### config.mk
export PLATFORM = sky130hd
export DESIGN_NAME = pipeline_stage_ctrl_flat
export DESIGN_NICKNAME = d
export VERILOG_FILES = /design/src/rtl/pipeline_stage_ctrl_pkg.sv /design/src/rtl/pipeline_stage_ctrl_if.sv /design/src/rtl/pipeline_stage_ctrl_hazard_detect_unit.sv /design/src/rtl/pipeline_stage_ctrl.sv /design/src/flat_wrapper.sv
export SDC_FILE = /design/constraint.sdc
export NUM_CORES = 1
export LEC_CHECK = 0
export CORE_MARGIN = 8
export CORE_UTILIZATION = 40
export DETAILED_ROUTE_END_ITERATION = 8
export GPL_TIMING_DRIVEN = 0
export PLACE_DENSITY_LB_ADDON = 0.3
export RECOVER_POWER = 25
export SLEW_MARGIN = 0
export SYNTH_ARGS = -nofsm -noshare
export SYNTH_HDL_FRONTEND = slang
export SYNTH_SLANG_ARGS = --single-unit
### constraint.sdc
create_clock -name clk -period 4.8 [get_ports clk]
set_clock_uncertainty 0.1 [all_clocks]
set_input_delay 0.72 -clock clk [delete_from_list [all_inputs] [get_ports clk]]
set_output_delay 0.72 -clock clk [all_outputs]
set_load 0.05 [all_outputs]
### src/rtl/pipeline_stage_ctrl_pkg.sv
// Shared types and constants for the pipeline stall/flush sequencer.
// Optional feature macro: STALL_COUNTER_EN (see pipeline_stage_ctrl.sv).
package pipe_ctrl_pkg;

    localparam int REG_AW = 5;

    localparam logic [6:0] OPC_LOAD   = 7'b0000011;
    localparam logic [6:0] OPC_STORE  = 7'b0100011;
    localparam logic [6:0] OPC_BRANCH = 7'b1100011;
    localparam logic [6:0] OPC_JAL    = 7'b1101111;
    localparam logic [6:0] OPC_JALR   = 7'b1100111;

    typedef logic [REG_AW-1:0] reg_addr_t;

    typedef enum logic [1:0] {
        ST_STARTUP  = 2'd0,
        ST_RUN      = 2'd1,
        ST_MEM_WAIT = 2'd2
    } ctrl_state_e;

endpackage

### src/rtl/pipeline_stage_ctrl_if.sv
// Hazard inputs and stage enable/flush outputs of the sequencer.
// master = pipeline datapath, slave = the stall/flush controller.
interface pipeline_stage_ctrl_if;
    import pipe_ctrl_pkg::*;

    logic [6:0]  id_opcode;
    reg_addr_t   id_rd_addr;
    reg_addr_t   id_rs1_addr;
    reg_addr_t   id_rs2_addr;
    logic        ex_branch_taken;
    logic        mem_req;
    logic        dmem_ready;

    logic        pc_en;
    logic        if_id_en;
    logic        id_ex_en;
    logic        ex_mem_en;
    logic        mem_wb_en;
    logic        if_id_flush;
    logic        id_ex_flush;
    logic        stall;
    logic [31:0] stall_cycles;

    modport master (
        output id_opcode, id_rd_addr, id_rs1_addr, id_rs2_addr,
        output ex_branch_taken, mem_req, dmem_ready,
        input  pc_en, if_id_en, id_ex_en, ex_mem_en, mem_wb_en,
        input  if_id_flush, id_ex_flush, stall, stall_cycles
    );

    modport slave (
        input  id_opcode, id_rd_addr, id_rs1_addr, id_rs2_addr,
        input  ex_branch_taken, mem_req, dmem_ready,
        output pc_en, if_id_en, id_ex_en, ex_mem_en, mem_wb_en,
        output if_id_flush, id_ex_flush, stall, stall_cycles
    );

endinterface

### src/rtl/pipeline_stage_ctrl_hazard_detect_unit.sv
// Load-use detector: remembers whether EX holds a load and its rd,
// and flags an ID instruction that reads that rd.
module hazard_detect_unit
    import pipe_ctrl_pkg::*;
#(
    parameter logic [6:0] LOAD_OPCODE = OPC_LOAD
) (
    input  logic       clk,
    input  logic       rst_n,
    input  logic [6:0] i_id_opcode,
    input  reg_addr_t  i_id_rd_addr,
    input  reg_addr_t  i_id_rs1_addr,
    input  reg_addr_t  i_id_rs2_addr,
    input  logic       i_id_ex_en,
    input  logic       i_id_ex_flush,
    output logic       o_load_use
);

    logic      r_ex_load_v;
    reg_addr_t r_ex_rd;

    // Shadow the ID/EX register: follow it when enabled, clear on bubble.
    always_ff @(posedge clk or negedge rst_n) begin
        if (!rst_n) begin
            r_ex_load_v <= 1'b0;
            r_ex_rd     <= '0;
        end else if (i_id_ex_en) begin
            if (i_id_ex_flush) begin
                r_ex_load_v <= 1'b0;
            end else begin
                r_ex_load_v <= (i_id_opcode == LOAD_OPCODE);
                r_ex_rd     <= i_id_rd_addr;
            end
        end
    end

    // x0 is never a real producer, so it cannot create a hazard.
    assign o_load_use = r_ex_load_v
                     && (r_ex_rd != '0)
                     && ((r_ex_rd == i_id_rs1_addr)
                      || (r_ex_rd == i_id_rs2_addr));

endmodule

### src/rtl/pipeline_stage_ctrl.sv
// Central stall/flush sequencer for the IF/ID/EX/MEM/WB pipeline.
// Define STALL_COUNTER_EN to build the saturating stall-cycle counter.
module pipeline_stage_ctrl
    import pipe_ctrl_pkg::*;
#(
    parameter int         STARTUP_CYCLES = 4,
    parameter logic [6:0] LOAD_OPCODE    = OPC_LOAD
) (
    input  logic clk,
    input  logic rst_n,
    pipeline_stage_ctrl_if.slave bus
);

    localparam logic [3:0] LP_START_LAST = 4'(STARTUP_CYCLES - 1);

    ctrl_state_e r_state;
    logic [3:0]  r_cnt;

    logic w_load_use;
    logic w_startup;
    logic w_freeze;
    logic w_redirect;
    logic w_bubble;

    logic w_pc_en;
    logic w_if_id_en;
    logic w_id_ex_en;
    logic w_ex_mem_en;
    logic w_mem_wb_en;
    logic w_if_id_flush;
    logic w_id_ex_flush;
    logic w_stall;

    hazard_detect_unit #(
        .LOAD_OPCODE (LOAD_OPCODE)
    ) u_hazard (
        .clk           (clk),
        .rst_n         (rst_n),
        .i_id_opcode   (bus.id_opcode),
        .i_id_rd_addr  (bus.id_rd_addr),
        .i_id_rs1_addr (bus.id_rs1_addr),
        .i_id_rs2_addr (bus.id_rs2_addr),
        .i_id_ex_en    (w_id_ex_en),
        .i_id_ex_flush (w_id_ex_flush),
        .o_load_use    (w_load_use)
    );

    // Mutually exclusive cycle classes, highest priority first.
    // A pending dmem access (RUN) or wait (MEM_WAIT) freezes everything;
    // on the ready cycle of MEM_WAIT the normal rules apply again.
    always_comb begin
        w_startup  = (r_state == ST_STARTUP);
        w_freeze   = ((r_state == ST_RUN)
                      && bus.mem_req && !bus.dmem_ready)
                  || ((r_state == ST_MEM_WAIT) && !bus.dmem_ready);
        w_redirect = !w_startup && !w_freeze && bus.ex_branch_taken;
        w_bubble   = !w_startup && !w_freeze && !bus.ex_branch_taken
                  && w_load_use;
    end

    // Stage enables and flushes, decoded directly from the cycle class.
    always_comb begin
        w_pc_en       = 1'b1;
        w_if_id_en    = 1'b1;
        w_id_ex_en    = 1'b1;
        w_ex_mem_en   = 1'b1;
        w_mem_wb_en   = 1'b1;
        w_if_id_flush = 1'b0;
        w_id_ex_flush = 1'b0;
        w_stall       = 1'b0;
        unique case (1'b1)
            w_startup: begin
                w_pc_en       = 1'b0;
                w_if_id_flush = 1'b1;
                w_id_ex_flush = 1'b1;
                w_stall       = 1'b1;
            end
            w_freeze: begin
                w_pc_en     = 1'b0;
                w_if_id_en  = 1'b0;
                w_id_ex_en  = 1'b0;
                w_ex_mem_en = 1'b0;
                w_mem_wb_en = 1'b0;
                w_stall     = 1'b1;
            end
            w_redirect: begin
                w_if_id_flush = 1'b1;
                w_id_ex_flush = 1'b1;
            end
            w_bubble: begin
                w_pc_en       = 1'b0;
                w_if_id_en    = 1'b0;
                w_id_ex_flush = 1'b1;
                w_stall       = 1'b1;
            end
            default: begin
            end
        endcase
    end

    // Sequencer: purge after reset, then run / wait on dmem.
    always_ff @(posedge clk or negedge rst_n) begin
        if (!rst_n) begin
            r_state <= ST_STARTUP;
            r_cnt   <= '0;
        end else begin
            case (r_state)
                ST_STARTUP: begin
                    if (r_cnt == LP_START_LAST) begin
                        r_state <= ST_RUN;
                        r_cnt   <= '0;
                    end else begin
                        r_cnt <= r_cnt + 4'd1;
                    end
                end
                ST_RUN: begin
                    if (bus.mem_req && !bus.dmem_ready) begin
                        r_state <= ST_MEM_WAIT;
                    end
                end
                ST_MEM_WAIT: begin
                    if (bus.dmem_ready) begin
                        r_state <= ST_RUN;
                    end
                end
                default: begin
                    r_state <= ST_STARTUP;
                    r_cnt   <= '0;
                end
            endcase
        end
    end

`ifdef STALL_COUNTER_EN
    logic [31:0] r_stall_cycles;

    // Count stalled cycles after the purge, saturating at all-ones.
    always_ff @(posedge clk or negedge rst_n) begin
        if (!rst_n) begin
            r_stall_cycles <= '0;
        end else if (w_stall && !w_startup
                     && (r_stall_cycles != '1)) begin
            r_stall_cycles <= r_stall_cycles + 32'd1;
        end
    end

    assign bus.stall_cycles = r_stall_cycles;
`else
    assign bus.stall_cycles = '0;
`endif

    assign bus.pc_en       = w_pc_en;
    assign bus.if_id_en    = w_if_id_en;
    assign bus.id_ex_en    = w_id_ex_en;
    assign bus.ex_mem_en   = w_ex_mem_en;
    assign bus.mem_wb_en   = w_mem_wb_en;
    assign bus.if_id_flush = w_if_id_flush;
    assign bus.id_ex_flush = w_id_ex_flush;
    assign bus.stall       = w_stall;

endmodule

### src/flat_wrapper.sv
// flat-port wrapper written by rule: the top's interface ports become plain ports
module pipeline_stage_ctrl_flat import pipe_ctrl_pkg::*;
#(
    parameter int         STARTUP_CYCLES = 4,
    parameter logic [6:0] LOAD_OPCODE    = OPC_LOAD
)
  (clk, rst_n, bus_id_opcode, bus_id_rd_addr, bus_id_rs1_addr, bus_id_rs2_addr, bus_ex_branch_taken, bus_mem_req, bus_dmem_ready, bus_pc_en, bus_if_id_en, bus_id_ex_en, bus_ex_mem_en, bus_mem_wb_en, bus_if_id_flush, bus_id_ex_flush, bus_stall, bus_stall_cycles);
  pipeline_stage_ctrl_if bus_i ();
  input  logic clk;
  input  logic rst_n;
  input wire logic [$bits(bus_i.id_opcode)-1:0] bus_id_opcode;
  input wire logic [$bits(bus_i.id_rd_addr)-1:0] bus_id_rd_addr;
  input wire logic [$bits(bus_i.id_rs1_addr)-1:0] bus_id_rs1_addr;
  input wire logic [$bits(bus_i.id_rs2_addr)-1:0] bus_id_rs2_addr;
  input wire logic [$bits(bus_i.ex_branch_taken)-1:0] bus_ex_branch_taken;
  input wire logic [$bits(bus_i.mem_req)-1:0] bus_mem_req;
  input wire logic [$bits(bus_i.dmem_ready)-1:0] bus_dmem_ready;
  output wire logic [$bits(bus_i.pc_en)-1:0] bus_pc_en;
  output wire logic [$bits(bus_i.if_id_en)-1:0] bus_if_id_en;
  output wire logic [$bits(bus_i.id_ex_en)-1:0] bus_id_ex_en;
  output wire logic [$bits(bus_i.ex_mem_en)-1:0] bus_ex_mem_en;
  output wire logic [$bits(bus_i.mem_wb_en)-1:0] bus_mem_wb_en;
  output wire logic [$bits(bus_i.if_id_flush)-1:0] bus_if_id_flush;
  output wire logic [$bits(bus_i.id_ex_flush)-1:0] bus_id_ex_flush;
  output wire logic [$bits(bus_i.stall)-1:0] bus_stall;
  output wire logic [$bits(bus_i.stall_cycles)-1:0] bus_stall_cycles;
  assign bus_i.id_opcode = bus_id_opcode;
  assign bus_i.id_rd_addr = bus_id_rd_addr;
  assign bus_i.id_rs1_addr = bus_id_rs1_addr;
  assign bus_i.id_rs2_addr = bus_id_rs2_addr;
  assign bus_i.ex_branch_taken = bus_ex_branch_taken;
  assign bus_i.mem_req = bus_mem_req;
  assign bus_i.dmem_ready = bus_dmem_ready;
  assign bus_pc_en = bus_i.pc_en;
  assign bus_if_id_en = bus_i.if_id_en;
  assign bus_id_ex_en = bus_i.id_ex_en;
  assign bus_ex_mem_en = bus_i.ex_mem_en;
  assign bus_mem_wb_en = bus_i.mem_wb_en;
  assign bus_if_id_flush = bus_i.if_id_flush;
  assign bus_id_ex_flush = bus_i.id_ex_flush;
  assign bus_stall = bus_i.stall;
  assign bus_stall_cycles = bus_i.stall_cycles;
  pipeline_stage_ctrl #(.STARTUP_CYCLES(STARTUP_CYCLES), .LOAD_OPCODE(LOAD_OPCODE)) u_core (.clk(clk), .rst_n(rst_n), .bus(bus_i));
endmodule
==> results.txt <==
- The share of total power dissipated in the clock network is 10.1%.
* Worst-skew pair later-pin latency: 0.27 ns
- Largest area contributor in the synthesized netlist: dfrtp_1
* Area Overhead vs Synth: 47.9%
* Vias in the first global route: 888
- Counting flops with an async set or reset pin after synthesis yields a share of 100%.
* Placed cell count: 216
- Of the post-synthesis cell area, the dominant cell type holds 27.1%.
- Yosys printed 0 warnings.
- Detailed Route Iter0 Violations: 17
* Antenna violations before repair: 0
- Syn Std Cell Area: 0.00111 mm2
* Leakage power of the design: 0.833 nW
- In this run switching power makes up 49.3% of total power.
- Clock transition at path regs: 0.08 ns
* Pre-Repair DR Iteration Count: 4
* Critical path class: input port to output pin
- Initial cell density of the core: 41.3%
* Number of hold violations in the final report: 0
* Count of max-cap constraint violations: 0
- Min-Delay Path Depth: 2
* Number of buffers inserted during clock tree synthesis: 3
- Worst IR drop on VDD: 0.383 mV
- Pin slew with the least headroom to its limit: 0.582 ns
- Number of inserted filler cells in the final layout: 234
- Deepest level of the CTS H-tree: 1
- Critical path endpoint category: output pin
* End point of the worst hold path: u_core.u_hazard.r_ex_load_v$_DFFE_PN0N_
* Final Non-Filler Cells: 220
* Cell area power density: 486 mW/mm2
* Number of nets in the finished design: 223
- In this run the worst path has a maximum fanout of 5.
- In this run the critical register-to-register path is captured at u_core.u_hazard.r_ex_rd[3]$_DFFE_PN0P_.
- Number of cells produced by synthesis: 120
- The floorplan has 19 rows.
- Worst Min Path Start: u_core.u_hazard.r_ex_load_v$_DFFE_PN0N_
* Post-CTS sizing: 0
- Setup violations remaining at the end of the flow were counted as 0.
- After synthesis the netlist holds a flip-flop and latch count of 12.
* Standard cell core area: 0.00269 mm2
- For this run the aggregate overflow at the end of global routing stands at 0.
- Max Root-Sink Buffers: 2
* TritonCTS clock tree: yes
- Commonest register cell after synthesis: dfrtp_1
* Share of synthesized area occupied by flip-flops and latches: 27.1%
- Routability-driven placement finished with a final weighted congestion of 0.736.
- Synthesis instantiated 33 different standard cells from the library.
* Design internal power: 0.000405 W
* Final critical-path setup slack: 1.05 ns
- Setup Total Neg Slack: 0 ns
- For the worst setup path, the data required time is 3.98 ns.
- Most frequent standard cell in the layout excluding fill and tap cells: buf_4
* Buffer type at the clock tree root: clkbuf_4
* Routed wire length: 2580 um
- The floorplan step defined a die boundary enclosing 0.00472 mm2.
* Routed vias/inst: 4.19
- Hold buffers post-CTS: 0
- 0 antenna diodes ended up in the layout.
- Setup repair after global routing missed its margin: no
- Height of the chip: 68.7 um
- STA classifies the critical path startpoint as an input port.
- The worst pin sits at a relative slew slack of 61.1%.
* Vias after detailed routing: 921
- For this design the total switching power over the nets is 0.000393 W.
- Most frequent cells in the layout: buf_4, clkdlybuf4s50_1, conb_1
- Count of antenna-violating nets left after detailed routing: 0
- Minimum setup slack among reg-to-reg paths: 2.63 ns
- Static timing analysis puts the maximum clock frequency at 266 MHz.
- In this run the critical register-to-register path is launched from u_core.r_state[0]$_DFFE_PN0P_.
* Quantity of I/O buffers inserted on ports: 34
- Sequential power share: 22.7%
- Remaining design rule violation count: 0
* Dominant cells by area after synthesis: dfrtp_1, buf_4, xor2_1
* Drt wl/cell: 11.7 um
- Clock tree synthesis found a total of 12 sinks.
* Number of flops mapped to enable cells by yosys: 0
* Worst EP arrival: 2.93 ns
- Cells with a size suffix above 1 make up 26.5% of the layout.
* Mean cell area of the mapped netlist: 9.25 um2
- Reg2reg path depth: 7
* Maximum number of pins on one net before global-route repair: 13
- Combinational power share: 67.2%
- Wire length of the first global-routing pass: 3840 um
- Outcome: finished clean
- After clock tree synthesis, the setup repair step added 0 buffers.
* Boundary Pins: 67
- Fin. max-slew vios: 0
- Min-Delay Path Class: flip-flop to flip-flop
- Die width: 68.7 um
* Final period util: 78.2%
* Post-layout min period: 3.75 ns
- Tot GR Track Use: 10.5%
- Sum of net half-perimeters after detailed placement: 2300 um
- Placement-stage worst setup slack: 1.01 ns
==> Yosys cell counts, types with 2 or more instances <==
cell type and instances:
inv_1 4, nand2b_1 2, xor2_1 10, nor2_1 4
nor2b_1 2, dfrtp_1 12, o21ai_0 7, nor3_1 4
mux2_4 5, nand2_1 6, o31ai_1 3, buf_4 34
nor2_2 2, ha_1 6
==> registers in the layout (all words and copies together) (netlist names) <==
register	flops
u_core.r_cnt	4
u_core.r_state	2
u_core.u_hazard.r_ex_load_v	1
u_core.u_hazard.r_ex_rd	5
==> metal layers <==
layer  vias up  part of all wire, %  global-route usage [%]
li1        473                    -                       -
met1       422                   35                    10.8
met2        24                   59                    19.7
met3         2                  5.0                    3.07
met4         0                 0.54                    3.58
met5         -                    0                       0
==> cell type report <==
cell class	count	area, um2	area share, %
Buffer	35	267	16.2
Clock buffer	4	36.3	2.21
Timing Repair Buffer	34	340	20.7
Tap cell	31	38.8	2.36
Sequential cell	12	300	18.3
Multi-Input combinational cell	100	644	39.3
Inverter	4	15.0	0.915
==> cell families after synthesis <==
group | Yosys count | share of synthesized area, %
mux | 6 | 7.67
buf+inv | 39 | 25.4
fa+ha+maj | 6 | 6.76
flops | 12 | 27.1
compound gates | 16 | 9.92
simple gates | 30 | 15.0
other cells | 1 | 0.338
xor+xnor | 10 | 7.89
==> critical path: stages <==
cell and delay (ns):
clkdlybuf4s50_1 0.48, xor2_1 0.17, nor3_1 0.07, a22oi_1 0.35
nor2_2 0.12, or3_1 0.31, clkdlybuf4s50_1 0.72
==> power by group through the flow <==
| stage | clock (W) | sequential, W | combinational, W |
|---|---|---|---|
| 2_1_floorplan | 0 | 0.000172 | 0.000412 |
| 3_3_place_gp | 0 | 0.000180 | 0.000523 |
| 3_5_place_dp | 0 | 0.000183 | 0.000536 |
| 4_1_cts | 0.0000830 | 0.000182 | 0.000537 |
| 5_1_grt | 0.0000896 | 0.000187 | 0.000574 |
| 6_report | 0.0000808 | 0.000181 | 0.000536 |
==> through the flow <==
step	total power [W]	cell area (um2)	hold slack (ns)	utilization, %
after floorplan	0.000583	1230	0.324	-
after global placement	0.000703	1610	0.365	59.8
after detailed placement	0.000719	1610	0.390	59.8
after CTS	0.000802	1640	0.412	61.1
after global routing	0.000851	1640	0.438	61.1
final	0.000798	1640	0.407	61.1
==> worst max path at each step <==
stage,end,depth (start not counted),start,slack [ns]
3_3_place_gp,bus_stall,7,bus_id_rs1_addr[3],1.05
2_1_floorplan,bus_pc_en,5,bus_id_rs1_addr[2],1.57
3_5_place_dp,bus_stall,7,bus_id_rs1_addr[0],1.01
6_report,bus_stall,7,bus_id_rs1_addr[0],1.05
5_1_grt,bus_stall,7,bus_mem_req,0.94
4_1_cts,bus_stall,7,bus_id_rs1_addr[0],1.01
Note: power is estimated with default switching activity, not from simulation.
